===== config.mk =====
export PLATFORM = sky130hd
export DESIGN_NAME = spi2apb3_host
export DESIGN_NICKNAME = d
export VERILOG_FILES = /design/src/rtl/spi2apb3_pkg.sv /design/src/rtl/spi2apb3_sclk_gen.sv /design/src/rtl/spi2apb3_host.sv
export SDC_FILE = /design/constraint.sdc
export NUM_CORES = 1
export LEC_CHECK = 0
export CAP_MARGIN = 25
export CORE_AREA = 2 2 156 128
export DETAILED_ROUTE_END_ITERATION = 8
export DIE_AREA = 0 0 158 130
export HOLD_SLACK_MARGIN = 0.1
export SYNTH_ARGS = -nofsm -noshare
export SYNTH_HDL_FRONTEND = slang
export SYNTH_SLANG_ARGS = --single-unit

===== constraint.sdc =====
create_clock -name PCLK -period 5.39 [get_ports PCLK]
set_input_delay 1.078 -clock PCLK [delete_from_list [all_inputs] [get_ports PCLK]]
set_output_delay 1.078 -clock PCLK [all_outputs]
set_load 0.01 [all_outputs]

===== src/rtl/spi2apb3_pkg.sv =====
// Shared definitions for the SPI-to-APB3 bridge host: command bytes,
// frame geometry, host FSM encoding and the frame builder.
package spi2apb3_pkg;

    localparam int FRAME_BITS       = 112;
    localparam int RDATA_FIRST_EDGE = 80;

    localparam logic [7:0] CMD_APB_RD = 8'h20;
    localparam logic [7:0] CMD_APB_WR = 8'hA0;
    localparam logic [7:0] CMD_CFG_RD = 8'h40;
    localparam logic [7:0] CMD_CFG_WR = 8'hC0;

    typedef enum logic [1:0] {
        ST_IDLE  = 2'd0,
        ST_SHIFT = 2'd1,
        ST_GAP   = 2'd2,
        ST_RESP  = 2'd3
    } host_state_t;

    // Map the 2-bit request opcode onto the bridge command byte.
    function automatic logic [7:0] op_to_cmd(input logic [1:0] op);
        logic [7:0] cmd;
        case (op)
            2'b00:   cmd = CMD_APB_RD;
            2'b01:   cmd = CMD_APB_WR;
            2'b10:   cmd = CMD_CFG_RD;
            default: cmd = CMD_CFG_WR;
        endcase
        return cmd;
    endfunction

    // Assemble the full frame; read ops (op[0]==0) carry a zero data field.
    function automatic logic [FRAME_BITS-1:0] build_frame(input logic [1:0]  op,
                                                          input logic [31:0] addr,
                                                          input logic [31:0] wdata);
        logic [31:0] wfield;
        wfield = op[0] ? wdata : 32'h0;
        return {op_to_cmd(op), 8'h00, addr, wfield, 32'h0};
    endfunction

endpackage


===== src/rtl/spi2apb3_sclk_gen.sv =====
// SPICLK divider: while run is high, SPICLK spends CLK_DIV PCLK cycles low
// then CLK_DIV cycles high. rise_en/fall_en are asserted in the cycle whose
// closing PCLK edge moves SPICLK 0->1 / 1->0. Dropping run parks SPICLK low.
module spi2apb3_sclk_gen #(
    parameter int CLK_DIV = 4
) (
    input  logic PCLK,
    input  logic PRESET,
    input  logic run,
    output logic sclk,
    output logic rise_en,
    output logic fall_en
);

    localparam int               DIV_W    = (CLK_DIV > 1) ? $clog2(CLK_DIV) : 1;
    localparam logic [DIV_W-1:0] DIV_LAST = DIV_W'(CLK_DIV - 1);

    logic [DIV_W-1:0] div_cnt;
    logic             half_done;

    assign half_done = run && (div_cnt == DIV_LAST);
    assign rise_en   = half_done && !sclk;
    assign fall_en   = half_done && sclk;

    // Half-period counter and SPICLK level; restart from a low phase whenever run drops.
    always_ff @(posedge PCLK or posedge PRESET) begin
        if (PRESET) begin
            div_cnt <= '0;
            sclk    <= 1'b0;
        end else if (!run) begin
            div_cnt <= '0;
            sclk    <= 1'b0;
        end else if (half_done) begin
            div_cnt <= '0;
            sclk    <= ~sclk;
        end else begin
            div_cnt <= div_cnt + 1'b1;
        end
    end

endmodule


===== src/rtl/spi2apb3_host.sv =====
// SPI host for the SPI-to-APB3 bridge. Each accepted request is sent as one
// 112-bit frame MSB first, followed by an idle gap with SPICLK low and a
// one-cycle response pulse. Read data is collected from SPIDO on rising
// edges 80..111.
module spi2apb3_host #(
    parameter int CLK_DIV    = 4,
    parameter int GAP_CYCLES = 8
) (
    input  logic        PCLK,
    input  logic        PRESET,
    input  logic        REQ_VALID,
    output logic        REQ_READY,
    input  logic [1:0]  REQ_OP,
    input  logic [31:0] REQ_ADDR,
    input  logic [31:0] REQ_WDATA,
    output logic        RSP_VALID,
    output logic [31:0] RSP_RDATA,
    output logic        BUSY,
    output logic        SPICLK,
    output logic        SPIDI,
    input  logic        SPIDO
);

    import spi2apb3_pkg::*;

    localparam int               GAP_W    = (GAP_CYCLES > 1) ? $clog2(GAP_CYCLES) : 1;
    localparam logic [GAP_W-1:0] GAP_LAST = GAP_W'(GAP_CYCLES - 1);
    localparam logic [6:0]       LAST_BIT = 7'(FRAME_BITS - 1);
    localparam logic [6:0]       FIRST_RD = 7'(RDATA_FIRST_EDGE);

    host_state_t           state;
    host_state_t           state_nxt;
    logic [FRAME_BITS-1:0] tx_shreg;
    logic [31:0]           rx_shreg;
    logic [6:0]            bit_cnt;
    logic [GAP_W-1:0]      gap_cnt;
    logic                  run;
    logic                  sclk_rise;
    logic                  sclk_fall;
    logic                  accept;
    logic                  last_fall;
    logic                  gap_done;

    assign run       = (state == ST_SHIFT);
    assign accept    = REQ_VALID && (state == ST_IDLE);
    assign last_fall = sclk_fall && (bit_cnt == LAST_BIT);
    assign gap_done  = (state == ST_GAP) && (gap_cnt == GAP_LAST);

    spi2apb3_sclk_gen #(
        .CLK_DIV (CLK_DIV)
    ) u_sclk_gen (
        .PCLK    (PCLK),
        .PRESET  (PRESET),
        .run     (run),
        .sclk    (SPICLK),
        .rise_en (sclk_rise),
        .fall_en (sclk_fall)
    );

    // FSM state register.
    always_ff @(posedge PCLK or posedge PRESET) begin
        if (PRESET) begin
            state <= ST_IDLE;
        end else begin
            state <= state_nxt;
        end
    end

    // Next state and handshake/status outputs. The frame ends on the falling
    // edge after the last rising edge, so SPICLK is already low in GAP.
    always_comb begin
        state_nxt = state;
        REQ_READY = 1'b0;
        BUSY      = 1'b1;
        RSP_VALID = 1'b0;
        case (state)
            ST_IDLE: begin
                REQ_READY = 1'b1;
                BUSY      = 1'b0;
                if (REQ_VALID) state_nxt = ST_SHIFT;
            end
            ST_SHIFT: begin
                if (last_fall) state_nxt = ST_GAP;
            end
            ST_GAP: begin
                if (gap_done) state_nxt = ST_RESP;
            end
            ST_RESP: begin
                RSP_VALID = 1'b1;
                state_nxt = ST_IDLE;
            end
            default: begin
                state_nxt = ST_IDLE;
            end
        endcase
    end

    // Bit counter advances on each SPICLK fall, so during a bit's high half it
    // still names the rising edge just taken; the gap counter runs only in GAP.
    always_ff @(posedge PCLK or posedge PRESET) begin
        if (PRESET) begin
            bit_cnt <= '0;
            gap_cnt <= '0;
        end else begin
            if (!run || last_fall) begin
                bit_cnt <= '0;
            end else if (sclk_fall) begin
                bit_cnt <= bit_cnt + 7'd1;
            end

            if ((state != ST_GAP) || gap_done) begin
                gap_cnt <= '0;
            end else begin
                gap_cnt <= gap_cnt + 1'b1;
            end
        end
    end

    // Transmit shift register: loaded on acceptance, shifted on each SPICLK
    // fall with zero fill. After 112 falls it is empty, which keeps SPIDI low
    // in GAP and IDLE without extra gating.
    always_ff @(posedge PCLK or posedge PRESET) begin
        if (PRESET) begin
            tx_shreg <= '0;
        end else if (accept) begin
            tx_shreg <= build_frame(REQ_OP, REQ_ADDR, REQ_WDATA);
        end else if (sclk_fall) begin
            tx_shreg <= {tx_shreg[FRAME_BITS-2:0], 1'b0};
        end
    end

    assign SPIDI = tx_shreg[FRAME_BITS-1];

    // Receive shift register: SPIDO sampled on the PCLK edge that raises SPICLK, edges 80..111.
    always_ff @(posedge PCLK) begin
        if (accept) begin
            rx_shreg <= '0;
        end else if (sclk_rise && (bit_cnt >= FIRST_RD)) begin
            rx_shreg <= {rx_shreg[30:0], SPIDO};
        end
    end

    // Response data: published together with RSP_VALID and held until the next response.
    always_ff @(posedge PCLK or posedge PRESET) begin
        if (PRESET) begin
            RSP_RDATA <= '0;
        end else if (gap_done) begin
            RSP_RDATA <= rx_shreg;
        end
    end

endmodule

==> summary.txt <==
Timing
  • Final worst-path cycle share: 52.5%
  • Tmin final: 2.83 ns
  • Fin worst setup slack: 2.56 ns
  • Max-slew headroom: 47.3%
  • Final number of setup-violating endpoints: 0
  • WHS: 0.437 ns
  • RSZ-0062 raised after global routing: false
  • Tightest Pin Transition: 0.791 ns
  • Maximum clock frequency: 353 MHz
  • Fin. Hold Viols: 0
  • Setup TNS: 0 ns
  • Setup Skew: 0.0120 ns
  • Slew Limit Fails: 0

Global route
  • All-Layer GR Usage: 14.4%
  • Vias in the first global route: 4704
  • First-pass GRT wire length: 23500 um
  • Largest net degree at the start of global routing: 179
  • Gr ovfl total: 0
  • Initial antenna violation count: 0

Critical path
  • Crit start category: register
  • CP Capture Type: primary output
  • CP Max Fanout: 4
  • CP Class: reg2out
  • Data required, critical path: 4.31 ns
  • WP data arrival: 1.75 ns

Run status
  • Status: finished, final reports clean

Cells and area
  • Synthesis-to-finish area growth: 28.0%
  • Number of diodes: 0
  • Final Util: 44.8%
  • Final Cell Area: 8610 um2
  • Fill cell count: 1836
  • Layout cells sized above 1: 10.5%
  • Finished Layout Cells: 1006
  • # nets final: 809

Clocking
  • H-tree Lvls: 4
  • CTS Hold Buffers Added: 0
  • # Post-CTS Setup Buffers: 0
  • CTS resizes: 0
  • Clock Pin Slew Worst Setup and Hold Paths: 0.07 ns
  • Clk root buf: clkbuf_16
  • Clock tree from TritonCTS: done
  • Total CTS buffers: 17
  • CTS Sinks: 159
  • Later-pin clock latency in the skew report: 0.42 ns
  • Clock Tree Buf Depth: 2

Route
  • Vias/cell: 4.69
  • Antenna Violating Nets Remaining: 0
  • First-pass DRT Iterations: 4
  • Routed wire length: 13900 um
  • Drt drc: 0
  • WL per Instance: 13.8 um
  • Via count: 4717
  • DR iter-0 viols: 239

Placement
  • Dpl cells: 973
  • HPWL after DPL: 9060 um
  • PortBufs: 106
  • GP Congestion: 0.729
  • Dpl cell area: 8000 um2
  • Worst slack, placed: 2.68 ns

Die
  • Die W: 158 um
  • Core Box Area: 19200 um2
  • Starting Density: 35.0%
  • Die ar.: 20500 um2
  • Number of top-level pins: 107
  • Row count: 46
  • Die height: 130 um

Synth
  • Top post-synthesis cells by area: dfrtp_1 (47%), mux2i_1 (9.8%), dfxtp_1 (9.5%)
  • Post-Syn Instances: 642
  • Synth cell count leaders: nand2_1 (135), dfrtp_1 (127), mux2i_1 (66), o21ai_0 (66), a21oi_1 (48)
  • Synth area leader: dfrtp_1
  • Syn_nets: 722
  • Top-count cell post-synth: nand2_1
  • Ys async rst share: 79.9%
  • Flops & latches, synth: 159
  • Number of enable flip-flop cells after synthesis: 0
  • Netlist cell types: 31
  • Yosys warns: 0
  • Ys flop type: dfrtp_1
  • Cell Area, Synth: 6730 um2
  • Post-synthesis sequential area ratio: 56.7%
  • Post-synth top area share: 47.2%
  • Syn Area/Cell: 10.5 um2

Power and ir drop
  • Final Power: 2.48 mW
  • Leak: 3.88 nW
  • Power density cells: 288 nW/um2
  • Worst VDD drop: 194 uV

Run
  • Max-cap violations: 0

Hold path
  • Worst Hold Class: reg2reg
==> power by group <==
group / internal [mW] / leakage, nW / switching (mW)
clock: 0.698 / 0.293 / 0.514
sequential: 1.19 / 1.63 / 0
combinational: 0.0463 / 1.96 / 0.0323
total: 1.93 / 3.88 / 0.547
==> sequential cells by signal, summed over array words and instances (netlist names) <==
signal              count
gap_cnt                 3
bit_cnt                 7
u_sclk_gen.div_cnt      2
tx_shreg               80
state                   2
rx_shreg               32
u_sclk_gen.sclk         1
RSP_RDATA              32
==> layout make-up <==
type | count | area, um2 | area share, %
well taps | 264 | 330 | 3.83
clock inverters | 15 | 175 | 2.03
multi-input cells | 431 | 2680 | 31.1
flip-flops and latches | 159 | 3820 | 44.3
clock buffers | 17 | 425 | 4.94
inverters | 6 | 25.0 | 0.290
repair buffers | 114 | 1160 | 13.5
==> critical path, cell delays in order (launching register included) <==
cell             delay (ns)
dfrtp_1                0.41
inv_1                  0.14
ha_1                   0.24
clkdlybuf4s50_1        0.56
==> kinds of logic (layout without fill, tap and decap cells) <==
kind of cell | count (synthesis) | in the layout | share of synthesized area (%)
AND/OR/NAND/NOR | 194 | 194 | 12.2
multiplexers | 99 | 99 | 15.4
AO/OA/AOI/OAI | 122 | 122 | 9.35
flip-flops | 159 | 159 | 56.7
XOR/XNOR | 6 | 6 | 0.781
adder cells (fa/ha/maj) | 10 | 10 | 1.86
buffers and inverters | 52 | 152 | 3.72
==> cells in the final DEF, fill, tap and decap left out, drive strengths merged <==
cell           netlist  routed
o21ai               68      68
mux2i               66      66
a21boi               1       1
inv                  6      13
or3                  1       1
and2                 6       6
dfrtp              127     127
clkdlybuf4s50        0     106
mux2                33      33
clkinv               0       5
ha                  10      10
nor2                 6       6
nor2b                3       3
buf                 34       8
and4b                1       1
and3                 1       1
clkbuf              12      17
nand3               36      36
xnor2                5       5
nor3b                1       1
nand2              135     135
a21oi               48      48
bufinv               0       2
nor3                 4       4
clkinvlp             0       1
a211oi               2       2
dfxtp               32      32
o21a                 3       3
xor2                 1       1
==> layer usage <==
| metal | track usage (%) | routed length [um] | up-vias |
|---|---|---|---|
| met1 | 19.9 | 6540 | 2284 |
| met4 | 4.72 | 68 | 0 |
| met3 | 3.49 | 487 | 4 |
| met5 | 0 | 0 | - |
| met2 | 22.5 | 6790 | 74 |
| li1 | - | - | 2355 |
==> worst paths after layout <==
| check | slack (ns) | cells past startpoint | to | startpoint |
|---|---|---|---|---|
| worst max register to register | 2.70 | 6 | tx_shreg[88] | state[1] |
| max in group asynchronous | 3.31 | 3 | tx_shreg[34] | PRESET |
| worst min-delay path | 0.44 | 1 | gap_cnt[0] | gap_cnt[0] |
| worst max-delay path | 2.56 | 3 | REQ_READY | state[0] |
| min in group asynchronous | 1.10 | 2 | RSP_RDATA[4] | PRESET |
| worst min register to register | 0.44 | 1 | gap_cnt[0] | gap_cnt[0] |
(Power assumes the default switching activity.)
